$ cat src/rtl/apb_master_bridge_if.sv
// Command/response port plus APB master bus for apb_master_bridge.
// The master modport is the bridge's view; the slave modport is the view of
// whatever drives commands and plays the APB slave.
interface apb_master_bridge_if #(
    parameter int ADDR_WIDTH = 8,
    parameter int DATA_WIDTH = 32
);
    // command side
    logic                  cmd_valid;
    logic                  cmd_ready;
    logic                  cmd_write;
    logic [ADDR_WIDTH-1:0] cmd_addr;
    logic [DATA_WIDTH-1:0] cmd_wdata;
    // response side
    logic                  rsp_valid;
    logic [DATA_WIDTH-1:0] rsp_rdata;
    logic                  rsp_err;
    logic                  rsp_timeout;
    // APB bus
    logic                  PSEL;
    logic                  PENABLE;
    logic                  PWRITE;
    logic [ADDR_WIDTH-1:0] PADDR;
    logic [DATA_WIDTH-1:0] PWDATA;
    logic [DATA_WIDTH-1:0] PRDATA;
    logic                  PREADY;
    logic                  PSLVERR;

    modport master (
        input  cmd_valid, cmd_write, cmd_addr, cmd_wdata,
        output cmd_ready,
        output rsp_valid, rsp_rdata, rsp_err, rsp_timeout,
        output PSEL, PENABLE, PWRITE, PADDR, PWDATA,
        input  PRDATA, PREADY, PSLVERR
    );

    modport slave (
        output cmd_valid, cmd_write, cmd_addr, cmd_wdata,
        input  cmd_ready,
        input  rsp_valid, rsp_rdata, rsp_err, rsp_timeout,
        input  PSEL, PENABLE, PWRITE, PADDR, PWDATA,
        output PRDATA, PREADY, PSLVERR
    );
endinterface

$ cat src/rtl/apb_master_bridge.sv
// APB master bridge: turns a valid/ready command into an APB SETUP/ACCESS
// transfer, waits on PREADY with an optional bounded timeout, and returns a
// one-cycle response strobe carrying read data and error/timeout status.
module apb_master_bridge #(
    parameter int ADDR_WIDTH     = 8,
    parameter int DATA_WIDTH     = 32,
    parameter int TIMEOUT_CYCLES = 16   // 0 disables the timeout
) (
    input  logic PCLK,
    input  logic PRESETn,
    apb_master_bridge_if.master bus
);

    // Wait counter sized to hold TIMEOUT_CYCLES, never narrower than 1 bit.
    localparam int CW        = (TIMEOUT_CYCLES < 1) ? 1 : $clog2(TIMEOUT_CYCLES + 1);
    // The abort fires on the edge that ends the TIMEOUT_CYCLES-th stalled
    // ACCESS cycle, i.e. when the counter already holds TIMEOUT_CYCLES-1.
    localparam int TO_LAST_I = (TIMEOUT_CYCLES > 0) ? TIMEOUT_CYCLES - 1 : 0;
    localparam logic [CW-1:0] TO_LAST = CW'(TO_LAST_I);
    localparam bit   TO_EN   = (TIMEOUT_CYCLES != 0);

    typedef enum logic [1:0] {
        IDLE   = 2'd0,
        SETUP  = 2'd1,
        ACCESS = 2'd2,
        RESP   = 2'd3
    } state_t;

    state_t          state_q, state_d;
    logic [CW-1:0]   wait_q;
    logic            accept;
    logic            wait_hit;
    logic            done_ok;
    logic            done_to;

    // A command may be taken in IDLE or in the RESP cycle of the previous
    // transfer, which gives back-to-back transfers a 3-cycle cadence.
    // cmd_ready is gated with PRESETn so it reads 0 while reset is held.
    assign bus.cmd_ready = PRESETn && ((state_q == IDLE) || (state_q == RESP));
    assign accept        = bus.cmd_valid && bus.cmd_ready;

    // APB control and response strobe decode straight from state.
    assign bus.PSEL      = (state_q == SETUP) || (state_q == ACCESS);
    assign bus.PENABLE   = (state_q == ACCESS);
    assign bus.rsp_valid = (state_q == RESP);

    // Timeout condition; PREADY takes priority over it in the FSM below.
    assign wait_hit = TO_EN && (wait_q >= TO_LAST);

    // State register.
    always_ff @(posedge PCLK or negedge PRESETn) begin
        if (!PRESETn) state_q <= IDLE;
        else          state_q <= state_d;
    end

    // Next-state logic and completion qualifiers.
    always_comb begin
        state_d = state_q;
        done_ok = 1'b0;
        done_to = 1'b0;
        case (state_q)
            IDLE: begin
                if (accept) state_d = SETUP;
            end
            SETUP: begin
                state_d = ACCESS;
            end
            ACCESS: begin
                if (bus.PREADY) begin
                    done_ok = 1'b1;
                    state_d = RESP;
                end else if (wait_hit) begin
                    done_to = 1'b1;
                    state_d = RESP;
                end
            end
            RESP: begin
                state_d = accept ? SETUP : IDLE;
            end
            default: state_d = IDLE;
        endcase
    end

    // Wait counter: counts stalled ACCESS cycles, saturates, clears elsewhere.
    always_ff @(posedge PCLK or negedge PRESETn) begin
        if (!PRESETn) begin
            wait_q <= '0;
        end else if (state_q == ACCESS) begin
            if (!bus.PREADY && (wait_q != {CW{1'b1}})) wait_q <= wait_q + 1'b1;
        end else begin
            wait_q <= '0;
        end
    end

    // Address/data latch on accept; held stable through ACCESS and in IDLE.
    always_ff @(posedge PCLK or negedge PRESETn) begin
        if (!PRESETn) begin
            bus.PWRITE <= 1'b0;
            bus.PADDR  <= '0;
            bus.PWDATA <= '0;
        end else if (accept) begin
            bus.PWRITE <= bus.cmd_write;
            bus.PADDR  <= bus.cmd_addr;
            bus.PWDATA <= bus.cmd_wdata;
        end
    end

    // Response capture at the end of ACCESS; held until the next completion.
    always_ff @(posedge PCLK or negedge PRESETn) begin
        if (!PRESETn) begin
            bus.rsp_rdata   <= '0;
            bus.rsp_err     <= 1'b0;
            bus.rsp_timeout <= 1'b0;
        end else if (done_ok) begin
            bus.rsp_rdata   <= bus.PWRITE ? '0 : bus.PRDATA;
            bus.rsp_err     <= bus.PSLVERR;
            bus.rsp_timeout <= 1'b0;
        end else if (done_to) begin
            bus.rsp_rdata   <= '0;
            bus.rsp_err     <= 1'b1;
            bus.rsp_timeout <= 1'b1;
        end
    end

endmodule

$ cat src/flat_wrapper.sv
// flat-port wrapper written by rule: the top's interface ports become plain ports
module apb_master_bridge_flat 
#(
    parameter int ADDR_WIDTH     = 8,
    parameter int DATA_WIDTH     = 32,
    parameter int TIMEOUT_CYCLES = 16                            
)
  (PCLK, PRESETn, bus_cmd_valid, bus_cmd_write, bus_cmd_addr, bus_cmd_wdata, bus_cmd_ready, bus_rsp_valid, bus_rsp_rdata, bus_rsp_err, bus_rsp_timeout, bus_PSEL, bus_PENABLE, bus_PWRITE, bus_PADDR, bus_PWDATA, bus_PRDATA, bus_PREADY, bus_PSLVERR);
  apb_master_bridge_if #(.ADDR_WIDTH(ADDR_WIDTH), .DATA_WIDTH(DATA_WIDTH)) bus_i ();
  input  logic PCLK;
  input  logic PRESETn;
  input wire logic [$bits(bus_i.cmd_valid)-1:0] bus_cmd_valid;
  input wire logic [$bits(bus_i.cmd_write)-1:0] bus_cmd_write;
  input wire logic [$bits(bus_i.cmd_addr)-1:0] bus_cmd_addr;
  input wire logic [$bits(bus_i.cmd_wdata)-1:0] bus_cmd_wdata;
  output wire logic [$bits(bus_i.cmd_ready)-1:0] bus_cmd_ready;
  output wire logic [$bits(bus_i.rsp_valid)-1:0] bus_rsp_valid;
  output wire logic [$bits(bus_i.rsp_rdata)-1:0] bus_rsp_rdata;
  output wire logic [$bits(bus_i.rsp_err)-1:0] bus_rsp_err;
  output wire logic [$bits(bus_i.rsp_timeout)-1:0] bus_rsp_timeout;
  output wire logic [$bits(bus_i.PSEL)-1:0] bus_PSEL;
  output wire logic [$bits(bus_i.PENABLE)-1:0] bus_PENABLE;
  output wire logic [$bits(bus_i.PWRITE)-1:0] bus_PWRITE;
  output wire logic [$bits(bus_i.PADDR)-1:0] bus_PADDR;
  output wire logic [$bits(bus_i.PWDATA)-1:0] bus_PWDATA;
  input wire logic [$bits(bus_i.PRDATA)-1:0] bus_PRDATA;
  input wire logic [$bits(bus_i.PREADY)-1:0] bus_PREADY;
  input wire logic [$bits(bus_i.PSLVERR)-1:0] bus_PSLVERR;
  assign bus_i.cmd_valid = bus_cmd_valid;
  assign bus_i.cmd_write = bus_cmd_write;
  assign bus_i.cmd_addr = bus_cmd_addr;
  assign bus_i.cmd_wdata = bus_cmd_wdata;
  assign bus_cmd_ready = bus_i.cmd_ready;
  assign bus_rsp_valid = bus_i.rsp_valid;
  assign bus_rsp_rdata = bus_i.rsp_rdata;
  assign bus_rsp_err = bus_i.rsp_err;
  assign bus_rsp_timeout = bus_i.rsp_timeout;
  assign bus_PSEL = bus_i.PSEL;
  assign bus_PENABLE = bus_i.PENABLE;
  assign bus_PWRITE = bus_i.PWRITE;
  assign bus_PADDR = bus_i.PADDR;
  assign bus_PWDATA = bus_i.PWDATA;
  assign bus_i.PRDATA = bus_PRDATA;
  assign bus_i.PREADY = bus_PREADY;
  assign bus_i.PSLVERR = bus_PSLVERR;
  apb_master_bridge #(.ADDR_WIDTH(ADDR_WIDTH), .DATA_WIDTH(DATA_WIDTH), .TIMEOUT_CYCLES(TIMEOUT_CYCLES)) u_core (.PCLK(PCLK), .PRESETn(PRESETn), .bus(bus_i));
endmodule
$ cat config.mk
export PLATFORM = sky130hd
export DESIGN_NAME = apb_master_bridge_flat
export DESIGN_NICKNAME = d
export VERILOG_FILES = /design/src/rtl/apb_master_bridge_if.sv /design/src/rtl/apb_master_bridge.sv /design/src/flat_wrapper.sv
export SDC_FILE = /design/constraint.sdc
export NUM_CORES = 1
export LEC_CHECK = 0
export BUFFER_PORTS_ARGS = -buffer_cell sky130_fd_sc_hd__buf_4
export CORE_MARGIN = 5
export CORE_UTILIZATION = 45
export CTS_CLUSTER_DIAMETER = 200
export CTS_CLUSTER_SIZE = 8
export DETAILED_ROUTE_END_ITERATION = 16
export PLACE_DENSITY_LB_ADDON = 0.2
export SLEW_MARGIN = 20
export SYNTH_ARGS = -nofsm -noshare
export SYNTH_HDL_FRONTEND = slang
export SYNTH_SLANG_ARGS = --single-unit
$ cat constraint.sdc
create_clock -name PCLK -period 2.8 [get_ports PCLK]
set_input_delay 0.42 -clock PCLK [delete_from_list [all_inputs] [get_ports PCLK]]
set_output_delay 0.42 -clock PCLK [all_outputs]
set_load 0.005 [all_outputs]
==> summary.md, run 1 <==
| Metric | Value |
|---|---|
| Initial antenna violation count | `0` |
| Sequential share of the synthesized area | `between 60% and 70%` |
| H-tree levels | `3` |
| Setup CP Type | `flip-flop to flip-flop` |
| Distinct cell type count after synthesis | `27` |
| Vias in the first global route | `approximately 2500` |
| # IOs | `157` |
| Largest family of logic cells by synthesized area | `multiplexers` |
| Starting density of the core | `a little under half` |
| Cts bufs inserted | `9` |
| Period utilization | `approximately four fifths` |
| Synthesized flop and latch total | `between 80 and 90` |
| Postcts setup bufs | `0` |
| Starting DRT DRC Count | `about 40` |
| Final min period | `2.22 ns` |
| TritonCTS clock tree | `yes` |
| Status | `completed` |
| Crit path max-delay cell type | `nand3b_2` |
| Clk slew on worst S/H paths | `0.08 ns` |
| Post-DRT Antenna Nets | `0` |
| Simple-gate share of the synthesized area | `3.03%` |
| Fin util | `approximately 68%` |
| Post-synthesis async set-or-reset flop share | `between 90% and 100%` |
| Most common cell in the netlist | `dfrtp_1` |
| Die width | `~94 um` |
| Layout cells sized above 1 | `slightly below 60%` |
| Adder and majority gate portion of the synthesized area | `under 10%` |
| Buf/Inv on CP | `1` |
| Post-route DRC | `0` |
| Synth Flop Type | `dfrtp_1` |
| Die Span Y | `between 90 and 100 um` |
| Vias per cell | `~4.9` |
| Static leakage | `2.34 nW` |
| Setup Skew | `roughly 0.014 ns` |
| Fin. max-slew vios | `0` |
| Final #Nets | `~460` |
| Hold Fails Final Rpt | `0` |
| CP top delay family | `simple AND/OR/NAND/NOR gates` |
| Area leader, netlist | `dfrtp_1` |
| Synthesized area per cell | `about 15 um2` |
| # clock sinks | `between 80 and 90` |
| CP Capture Type | `flip-flop` |
| Crit path cell chain | `inv_1, ha_1, nand3b_2, a2bb2oi_1, mux2_2` |
| GRT Total Usage | `17.8%` |
| Post-synthesis cell area | `between 3000 and 4000 um2` |
| CP arrival | `roughly 2.5 ns` |
| Worst slew pin tran | `roughly 0.7 ns` |
| Ranking of synthesized cells by area | `dfrtp_1 (64%), mux2_2 (15%), a22o_1 (8.8%), ha_1 (2.8%), buf_2 (1.3%)` |
| Clk_lat worst skew | `between 0.3 and 0.4 ns` |
| Area of the die | `about 9000 um2` |
| Worst Setup Start Kind | `flip-flop` |
| Largest net degree at the start of global routing | `83` |
| Peak supply drop | `0.000488 V` |
| Mapped Nets | `295` |
| Compound-cell area share of the yosys netlist | `a little under an eighth` |
| Crit path largest cell delay | `between 0.5 and 0.6 ns` |
| Post-DP HPWL | `around 5.6 mm` |
| First-pass GRT wire length | `~12 mm` |
| CTS resizes | `0` |
| Fillcell total | `about 540` |
| Final antenna diode count | `0` |
| Area share of the leading cell type in the synthesized netlist | `roughly 64%` |
| Post-synth EDFFs | `0` |
| Reg2Reg Setup Slack | `between 0.5 and 0.6 ns` |
| Gr ovfl total | `0` |
| Max-cap viol count | `0` |
| Hold Path Class | `primary input to asynchronous set/reset pin` |
| RSZ-0062 raised after global routing | `false` |
| First drt pass iteration count | `4` |
| Hold buffers post-CTS | `0` |
| Clk root buf | `clkbuf_8` |
| Xor/xnor share of the synthesized area | `less than 1%` |
| PnR Total Power | `4.65 mW` |
| CTS Buffer Depth | `2` |
| Sum of negative setup slack | `0 ns` |
| CORE AREA | `roughly 7000 um2` |
| Area growth from synthesis to layout | `46.2%` |
| IO Port Bufs | `about 160` |
| Gpl congestion | `about 0.70` |
| Routed vias | `around 2300` |
| CP required | `around 3.0 ns` |
| Cell count after synthesis | `between 200 and 250` |
| Pwr Density | `999 nW/um2` |
| Max-Slew Margin vs Limit | `~52%` |
| Site Rows | `30` |
| Worst Path Max Fanout | `16` |
| DR WL/cell | `around 16 um` |
| Final wirelength | `approximately 7.6 mm` |
| Synth warn | `0` |
| Most common library cells after synthesis | `dfrtp_1 (82), mux2_2 (43), a22o_1 (32), buf_2 (8), ha_1 (7)` |
| Mux cell area share after synthesis | `between 15 and 20%` |
| Final setup fails | `0` |
| Max Clk Rate | `between 0.4 and 0.5 GHz` |
-- worst paths after layout --
path / depth (start not counted) / start / endpoint
setup / recovery: 5 / u_core.state_q[0] / u_core.state_q[0]
hold / removal: 2 / PRESETn / u_core.bus.PWDATA[29]
setup reg to reg: 5 / u_core.state_q[0] / u_core.state_q[0]
hold reg to reg: 1 / u_core.bus.PWDATA[18] / u_core.bus.PWDATA[18]
max in group asynchronous: 2 / PRESETn / u_core.bus.PADDR[4]
min in group PCLK: 2 / bus_PRDATA[27] / u_core.bus.rsp_rdata[27]
-- report_power, final --
group / internal (mW) / leakage [nW] / switching [mW]
clock: 0.328 / 0.0858 / 0.438
sequential: 1.69 / 1.02 / 0.286
combinational: 1.23 / 1.23 / 0.685
total: 3.24 / 2.34 / 1.41
-- cell families (layout without fill, tap and decap cells) --
kind of cell | count (synthesis) | count (layout)
simple gates | 17 | 17
flops | 82 | 82
buf+inv | 16 | 182
mux | 43 | 43
fa+ha+maj | 7 | 7
compound gates | 43 | 43
xor+xnor | 2 | 2
-- cell type report --
class / instances / area, um2 / area share, %
multi-input combinational: 112 / 1060 / 22.9
clock buffer: 9 / 124 / 2.66
timing repair buffer: 160 / 1220 / 26.1
sequential: 82 / 2050 / 44.1
tap: 96 / 120 / 2.58
inverter: 6 / 22.5 / 0.484
clock inverter: 7 / 55.1 / 1.18
-- layer usage --
metal / GRT usage [%] / vias up / part of all wire, %
li1: - / 1095 / -
met2: 27.4 / 112 / 46
met4: 6.50 / 0 / 1.1
met3: 7.37 / 6 / 11
met1: 22.3 / 1086 / 42
met5: 0 / - / 0
-- stage by stage --
stage,instances,instance area (um2),hold slack [ns],worst slack (ns)
3_3_place_gp,456,4470,0.480,0.656
6_report,472,4660,0.238,0.579
5_1_grt,472,4660,0.256,0.413
2_1_floorplan,210,3180,0.124,0.767
4_1_cts,472,4650,0.263,0.554
3_5_place_dp,456,4470,0.492,0.561
-- flip-flops by register name (all words and copies together), names as in the netlist --
signal and cells:
u_core.bus.PADDR 8, u_core.bus.PWDATA 32, u_core.bus.PWRITE 1, u_core.bus.rsp_err 1
u_core.bus.rsp_rdata 32, u_core.bus.rsp_timeout 1, u_core.state_q 2, u_core.wait_q 5
-- layout by cell type (no fill, tap or decap), types with 2 or more instances in the layout --
master / instances
nor2_1: 5
ha_1: 7
inv_1: 6
dfrtp_1: 82
a21oi_1: 3
nand2_1: 3
clkinv_4: 3
xnor2_1: 2
buf_4: 158
mux2_2: 43
a22o_1: 32
clkinvlp_4: 2
clkbuf_8: 9
(Power assumes the default switching activity.)
==> run 2, diff against run 1 <==
Settings changed: CORE_UTILIZATION 45 to 41.
Clock period 2.8 ns to 1.8 ns, I/O delays scaled along.
==> summary.md, run 2 (synthesized netlist as in run 1, its figures left out) <==
| Metric | Value |
|---|---|
| Status | `complete, but fails checks` |
| Failing checks | `setup timing` |
| Clk root buf | `clkbuf_8` |
| Final setup fails | `35 (+35)` |
| Starting DRT DRC Count | `75 (+83%)` |
| Hold_ws | `0.101 ns (-0.138 ns)` |
| Clock power share | `18.1% (+1.6 points)` |
| R2r endpoint | `u_core.state_q[0]` |
| Hold Path Class | `primary input to asynchronous set/reset pin` |
| Die Span Y | `98.1 um (+4.3%)` |
| Period utilization | `108% (+28 points)` |
| Fin. max-slew vios | `0 (unchanged)` |
| Commonest non-fill, non-tap cell in the layout | `buf_4` |
| DR WL/cell | `17.0 um (+5.5%)` |
| Reg2reg path depth | `6 (+1)` |
| Setup slack at placement | `-0.176 ns (-0.737 ns)` |
| CP Capture Type | `flip-flop` |
| Starting density of the core | `41.6% (-5.0 points)` |
| Final wirelength | `8.44 mm (+11%)` |
| Largest net degree at the start of global routing | `83 (unchanged)` |
| Cts bufs inserted | `9 (unchanged)` |
| IO Port Bufs | `156 (unchanged)` |
| Placed cell areas | `4610 um2 (+3.2%)` |
| RSZ-0062 raised after global routing | `true` |
| Die width | `98.1 um (+4.3%)` |
| Internal power | `5.70 mW (+76%)` |
| CTS Buffer Depth | `2 (unchanged)` |
| GRT Total Usage | `17.1% (-0.65 points)` |
| Worst Path Max Fanout | `2 (-14)` |
| Gr ovfl total | `0 (unchanged)` |
| DR top layer | `met4` |
| Clk slew on worst S/H paths | `0.09 ns (about the same)` |
| Reg2Reg Setup Slack | `-0.14 ns (-0.71 ns)` |
| Pwr Density | `1600 nW/um2 (+60%)` |
| First drt pass iteration count | `5 (+1)` |
| Vias per cell | `4.81 (-1.2%)` |
| Final antenna diode count | `0 (unchanged)` |
| Peak supply drop | `0.000816 V (+67%)` |
| Setup Skew | `0.0126 ns (-0.00140 ns)` |
| Max-Slew Margin vs Limit | `51.3% (-1.0 points)` |
| Design Area, Final | `5000 um2 (+7.4%)` |
| Hold Fails Final Rpt | `0 (unchanged)` |
| Worst Setup Start Kind | `flip-flop` |
| Sw frac | `28.9% (-1.4 points)` |
| Commonest non-fill, non-tap cells in the layout | `buf_4 (171), dfrtp_1 (82), mux2_2 (42)` |
| Static leakage | `2.51 nW (+7.3%)` |
| First-pass GRT wire length | `13.1 mm (+7.1%)` |
| Comb pwr share | `43.8% (+2.7 points)` |
| Area of the die | `9630 um2 (+8.7%)` |
| Max-cap viol count | `0 (unchanged)` |
| Final min period | `1.94 ns (-0.286 ns)` |
| H-tree levels | `3 (unchanged)` |
| Area growth from synthesis to layout | `57.1%` |
| Fillcell total | `597 (+9.9%)` |
| Net switching power | `2.32 mW (+65%)` |
| Post-DP HPWL | `6.01 mm (+7.4%)` |
| Post-DRT Antenna Nets | `0 (unchanged)` |
| Flop pwr share | `38.0% (-4.4 points)` |
| CP required | `2.02 ns (-1.01 ns)` |
| Setup CP Type | `flip-flop to flip-flop` |
| Post-route DRC | `0 (unchanged)` |
| Routed vias | `2392 (+4.0%)` |
| Initial antenna violation count | `0 (unchanged)` |
| CORE AREA | `7650 um2 (+12%)` |
| Met1 Routed Length | `3.34 mm (+4.5%)` |
| Vias in the first global route | `2580 (+1.9%)` |
| Hold buffers post-CTS | `0 (unchanged)` |
| Clk_lat worst skew | `0.34 ns (about the same)` |
| Layout cells sized above 1 | `63.0% (+4.0 points)` |
| Final worst slack | `-0.135 ns (-0.714 ns)` |
| TritonCTS clock tree | `yes` |
| Worst slew pin tran | `0.730 ns (+0.0151 ns)` |
| Worst reg2reg path startpoint | `u_core.wait_q[0]` |
| Max Clk Rate | `0.517 GHz (+15%)` |
| Final #Nets | `476 (+4.4%)` |
| PnR Total Power | `8.02 mW (+72%)` |
| Gpl congestion | `0.711 (+1.5%)` |
| Met3 wire length | `504 um (-40%)` |
| # IOs | `157 (unchanged)` |
| Fin util | `65.4% (-2.8 points)` |
| # clock sinks | `82 (unchanged)` |
| Largest regs | `u_core.bus.PWDATA x32, u_core.bus.rsp_rdata x32, u_core.bus.PADDR x8` |
| Site Rows | `32 (+6.7%)` |
| CP arrival | `2.16 ns (-0.29 ns)` |
| Wire length on met2 | `4.42 mm (+27%)` |
-- run 2: cell types whose count changed in the layout (fill, tap and decap cells not counted), sizes merged --
cell / before / now
buf: 160 / 177
clkinvlp: 2 / 0
clkbuf: 9 / 13
bufinv: 0 / 2
inv: 7 / 6
clkinv: 4 / 3
-- run 2: how the worst max path moves through the flow --
stage	end	depth (start not counted)	start
after floorplan	u_core.state_q[0]	6	u_core.wait_q[0]
after global placement	u_core.state_q[0]	6	u_core.wait_q[1]
after detailed placement	u_core.state_q[1]	6	u_core.wait_q[1]
after CTS	u_core.state_q[0]	6	u_core.wait_q[0]
after global routing	u_core.state_q[0]	6	u_core.wait_q[1]
final	u_core.state_q[0]	6	u_core.wait_q[0]
-- run 2: timing repair --
action                                  in CTS  in global routing
gates cloned                                 0                  4
buffers inserted                             2                  3
gates resized for setup                      3                  5
pin swaps                                    4                 33
endpoints found under the setup margin      35                 51
-- run 2: metrics by stage --
stage	std cells	setup TNS (ns)
after floorplan	210	-0.331
after global placement	473	-1.84
after detailed placement	473	-2.47
after CTS	490	-1.34
after global routing	497	-3.76
final	497	-1.92
-- run 2: area by class of cell --
type | instances | area, um2 | area share, %
multi-input combinational | 112 | 1130 | 22.5
inverter | 6 | 22.5 | 0.450
tap | 102 | 128 | 2.55
clock buffer | 10 | 138 | 2.75
timing repair buffer | 180 | 1460 | 29.1
clock inverter | 5 | 78.8 | 1.58
sequential | 82 | 2050 | 41.0
-- run 2: worst max-delay path, stage by stage, from the launching register on --
cell	delay (ns)
dfrtp_1	0.39
ha_2	0.19
and3_4	0.16
ha_4	0.15
or4b_4	0.49
a2bb2oi_4	0.16
mux2_4	0.29
-- run 2: per-layer routing --
layer	vias up	GRT usage, %
met5	-	0
met4	0	6.62
met3	14	5.50
met2	69	29.1
met1	1178	20.2
li1	1131	-
-- run 2: power by group through the flow --
stage / clock network (mW) / logic [mW] / registers (mW)
final: 1.45 / 3.51 / 3.05
after CTS: 1.49 / 3.34 / 3.05
after detailed placement: 0 / 3.28 / 3.07
after global routing: 1.58 / 3.81 / 3.15
after global placement: 0 / 3.19 / 3.03
after floorplan: 0 / 1.32 / 3.11
==> run 3, diff against run 2 <==
Settings changed: MAX_ROUTING_LAYER from default to met4.
==> summary.md, run 3 (synthesized netlist as in run 1, its figures left out) <==
| Metric | Value |
|---|---|
| Worst slew pin tran | `0.739 ns (+0.00851 ns)` |
| Clk_lat worst skew | `0.34 ns (about the same)` |
| CP Capture Type | `flip-flop` |
| Clk slew on worst S/H paths | `0.09 ns (about the same)` |
| RSZ-0062 raised after global routing | `true` |
| Reg2reg path depth | `6 (unchanged)` |
| CP required | `2.02 ns (about the same)` |
| Setup CP Type | `flip-flop to flip-flop` |
| CORE AREA | `7650 um2 (unchanged)` |
| CP arrival | `2.16 ns (about the same)` |
| Post-DP HPWL | `6.01 mm (unchanged)` |
| Hold buffers post-CTS | `0 (unchanged)` |
| IO Port Bufs | `156 (unchanged)` |
| DR WL/cell | `17.1 um (+0.37%)` |
| Status | `complete, but fails checks` |
| Starting density of the core | `41.6% (unchanged)` |
| First-pass GRT wire length | `13.2 mm (+0.27%)` |
| Gpl congestion | `0.719 (+1.1%)` |
| Area of the die | `9630 um2 (unchanged)` |
| First drt pass iteration count | `5 (unchanged)` |
| CTS Buffer Depth | `2 (unchanged)` |
| Routed vias | `2392 (unchanged)` |
| Pwr Density | `1600 nW/um2 (about the same)` |
| Crit path largest cell delay | `0.49 ns (about the same)` |
| Clk root buf | `clkbuf_8` |
| Crit path max-delay cell type | `or4b_4` |
| H-tree levels | `3 (unchanged)` |
| Gr ovfl total | `0 (unchanged)` |
| Hold Path Class | `primary input to asynchronous set/reset pin` |
| Commonest non-fill, non-tap cells in the layout | `buf_4 (171), dfrtp_1 (82), mux2_2 (42)` |
| GRT Total Usage | `17.7% (+0.55 points)` |
| Setup Skew | `0.0110 ns (-0.00159 ns)` |
| Largest net degree at the start of global routing | `83 (unchanged)` |
| Reg2Reg Setup Slack | `-0.13 ns (about the same)` |
| CP top delay family | `simple AND/OR/NAND/NOR gates` |
| Final #Nets | `476 (unchanged)` |
| Post-route DRC | `0 (unchanged)` |
| Commonest non-fill, non-tap cell in the layout | `buf_4` |
| Area growth from synthesis to layout | `57.1% (unchanged)` |
| Peak supply drop | `0.000815 V (-0.11%)` |
| Max-cap viol count | `0 (unchanged)` |
| Period utilization | `107% (about the same)` |
| TritonCTS clock tree | `yes` |
| Final worst slack | `-0.134 ns (+0.00172 ns)` |
| Max Clk Rate | `0.517 GHz (about the same)` |
| R2r endpoint | `u_core.state_q[0]` |
| Site Rows | `32 (unchanged)` |
| Die Span Y | `98.1 um (unchanged)` |
| Worst Setup Start Kind | `flip-flop` |
| Max-Slew Margin vs Limit | `50.7% (-0.57 points)` |
| # IOs | `157 (unchanged)` |
| Static leakage | `2.51 nW (unchanged)` |
| Hold Fails Final Rpt | `0 (unchanged)` |
| Buf/Inv on CP | `0 (unchanged)` |
| Worst reg2reg path startpoint | `u_core.wait_q[0]` |
| # clock sinks | `82 (unchanged)` |
| Largest regs | `u_core.bus.PWDATA x32, u_core.bus.rsp_rdata x32, u_core.bus.PADDR x8` |
| Die width | `98.1 um (unchanged)` |
| Vias in the first global route | `2578 (-0.078%)` |
| Starting DRT DRC Count | `75 (unchanged)` |
| Hold_ws | `0.101 ns (+0.000336 ns)` |
| Setup slack at placement | `-0.176 ns (unchanged)` |
| Failing checks | `setup timing` |
| Fin. max-slew vios | `0 (unchanged)` |
| Final min period | `1.93 ns (-0.00172 ns)` |
| Initial antenna violation count | `0 (unchanged)` |
| Worst Path Max Fanout | `2 (unchanged)` |
| Post-DRT Antenna Nets | `0 (unchanged)` |
| Final antenna diode count | `0 (unchanged)` |
| Layout cells sized above 1 | `63.0% (unchanged)` |
| Vias per cell | `4.81 (unchanged)` |
| Cts bufs inserted | `9 (unchanged)` |
| Crit path cell chain | `ha_2, and3_4, ha_4, or4b_4, a2bb2oi_4, mux2_4` |
| Final setup fails | `35 (unchanged)` |
| Fillcell total | `597 (unchanged)` |
| Final wirelength | `8.48 mm (+0.37%)` |
==> run 3: area by class of cell <==
class                      count  area (um2)  share of cell area [%]
tap                          102         128                    2.55
clock buffer                  10         138                    2.75
multi-input combinational    112        1130                    22.5
timing repair buffer         180        1460                    29.1
sequential                    82        2050                    41.0
inverter                       6        22.5                   0.450
clock inverter                 5        78.8                    1.58
==> run 3: per-layer routing <==
layer / share of wire [%] / up-vias / GRT usage [%]
met3: 3.7 / 14 / 3.64
met4: 2.1 / 0 / 6.62
met5: 0 / - / -
li1: - / 1131 / -
met2: 52 / 69 / 29.2
met1: 42 / 1178 / 21.5
==> run 3: what timing repair did <==
| action | in CTS | in global routing |
|---|---|---|
| resized for setup | 3 | 5 |
| pin swaps | 4 | 33 |
| hold endpoints to repair | 0 | 0 |
| setup buffers | 2 | 3 |
| endpoints found under the setup margin | 35 | 51 |
| gates cloned | 0 | 4 |
==> run 3: how the worst max path moves through the flow <==
stage / endpoint / slack (ns) / depth (start not counted) / startpoint
6_report: u_core.state_q[0] / -0.13 / 6 / u_core.wait_q[0]
2_1_floorplan: u_core.state_q[0] / -0.17 / 6 / u_core.wait_q[0]
3_3_place_gp: u_core.state_q[0] / -0.16 / 6 / u_core.wait_q[1]
4_1_cts: u_core.state_q[0] / -0.13 / 6 / u_core.wait_q[0]
5_1_grt: u_core.state_q[0] / -0.18 / 6 / u_core.wait_q[1]
3_5_place_dp: u_core.state_q[1] / -0.18 / 6 / u_core.wait_q[1]
==> run 3: where the power goes <==
group          total (mW)  leakage [nW]  switching, mW  internal (mW)
Sequential           3.05          1.02          0.426           2.62
Combinational        3.52          1.38           1.25           2.26
Clock                1.46         0.112          0.646          0.810
Total                8.02          2.51           2.33           5.70
==> run 3: worst register-to-register path: stages, from the launching register on <==
cell and delay, ns:
dfrtp_1 0.39, ha_2 0.19, and3_4 0.16, ha_4 0.15
or4b_4 0.49, a2bb2oi_4 0.16, mux2_4 0.29
==> run 3: per-stage QoR <==
stage	TNS [ns]	area (um2)	util, %	total power, mW	std cells
2_1_floorplan	-0.331	3210	-	4.42	210
3_3_place_gp	-1.84	4610	60.3	6.22	473
3_5_place_dp	-2.47	4610	60.3	6.35	473
4_1_cts	-1.34	4860	63.6	7.88	490
5_1_grt	-3.75	5000	65.4	8.53	497
6_report	-1.91	5000	65.4	8.02	497
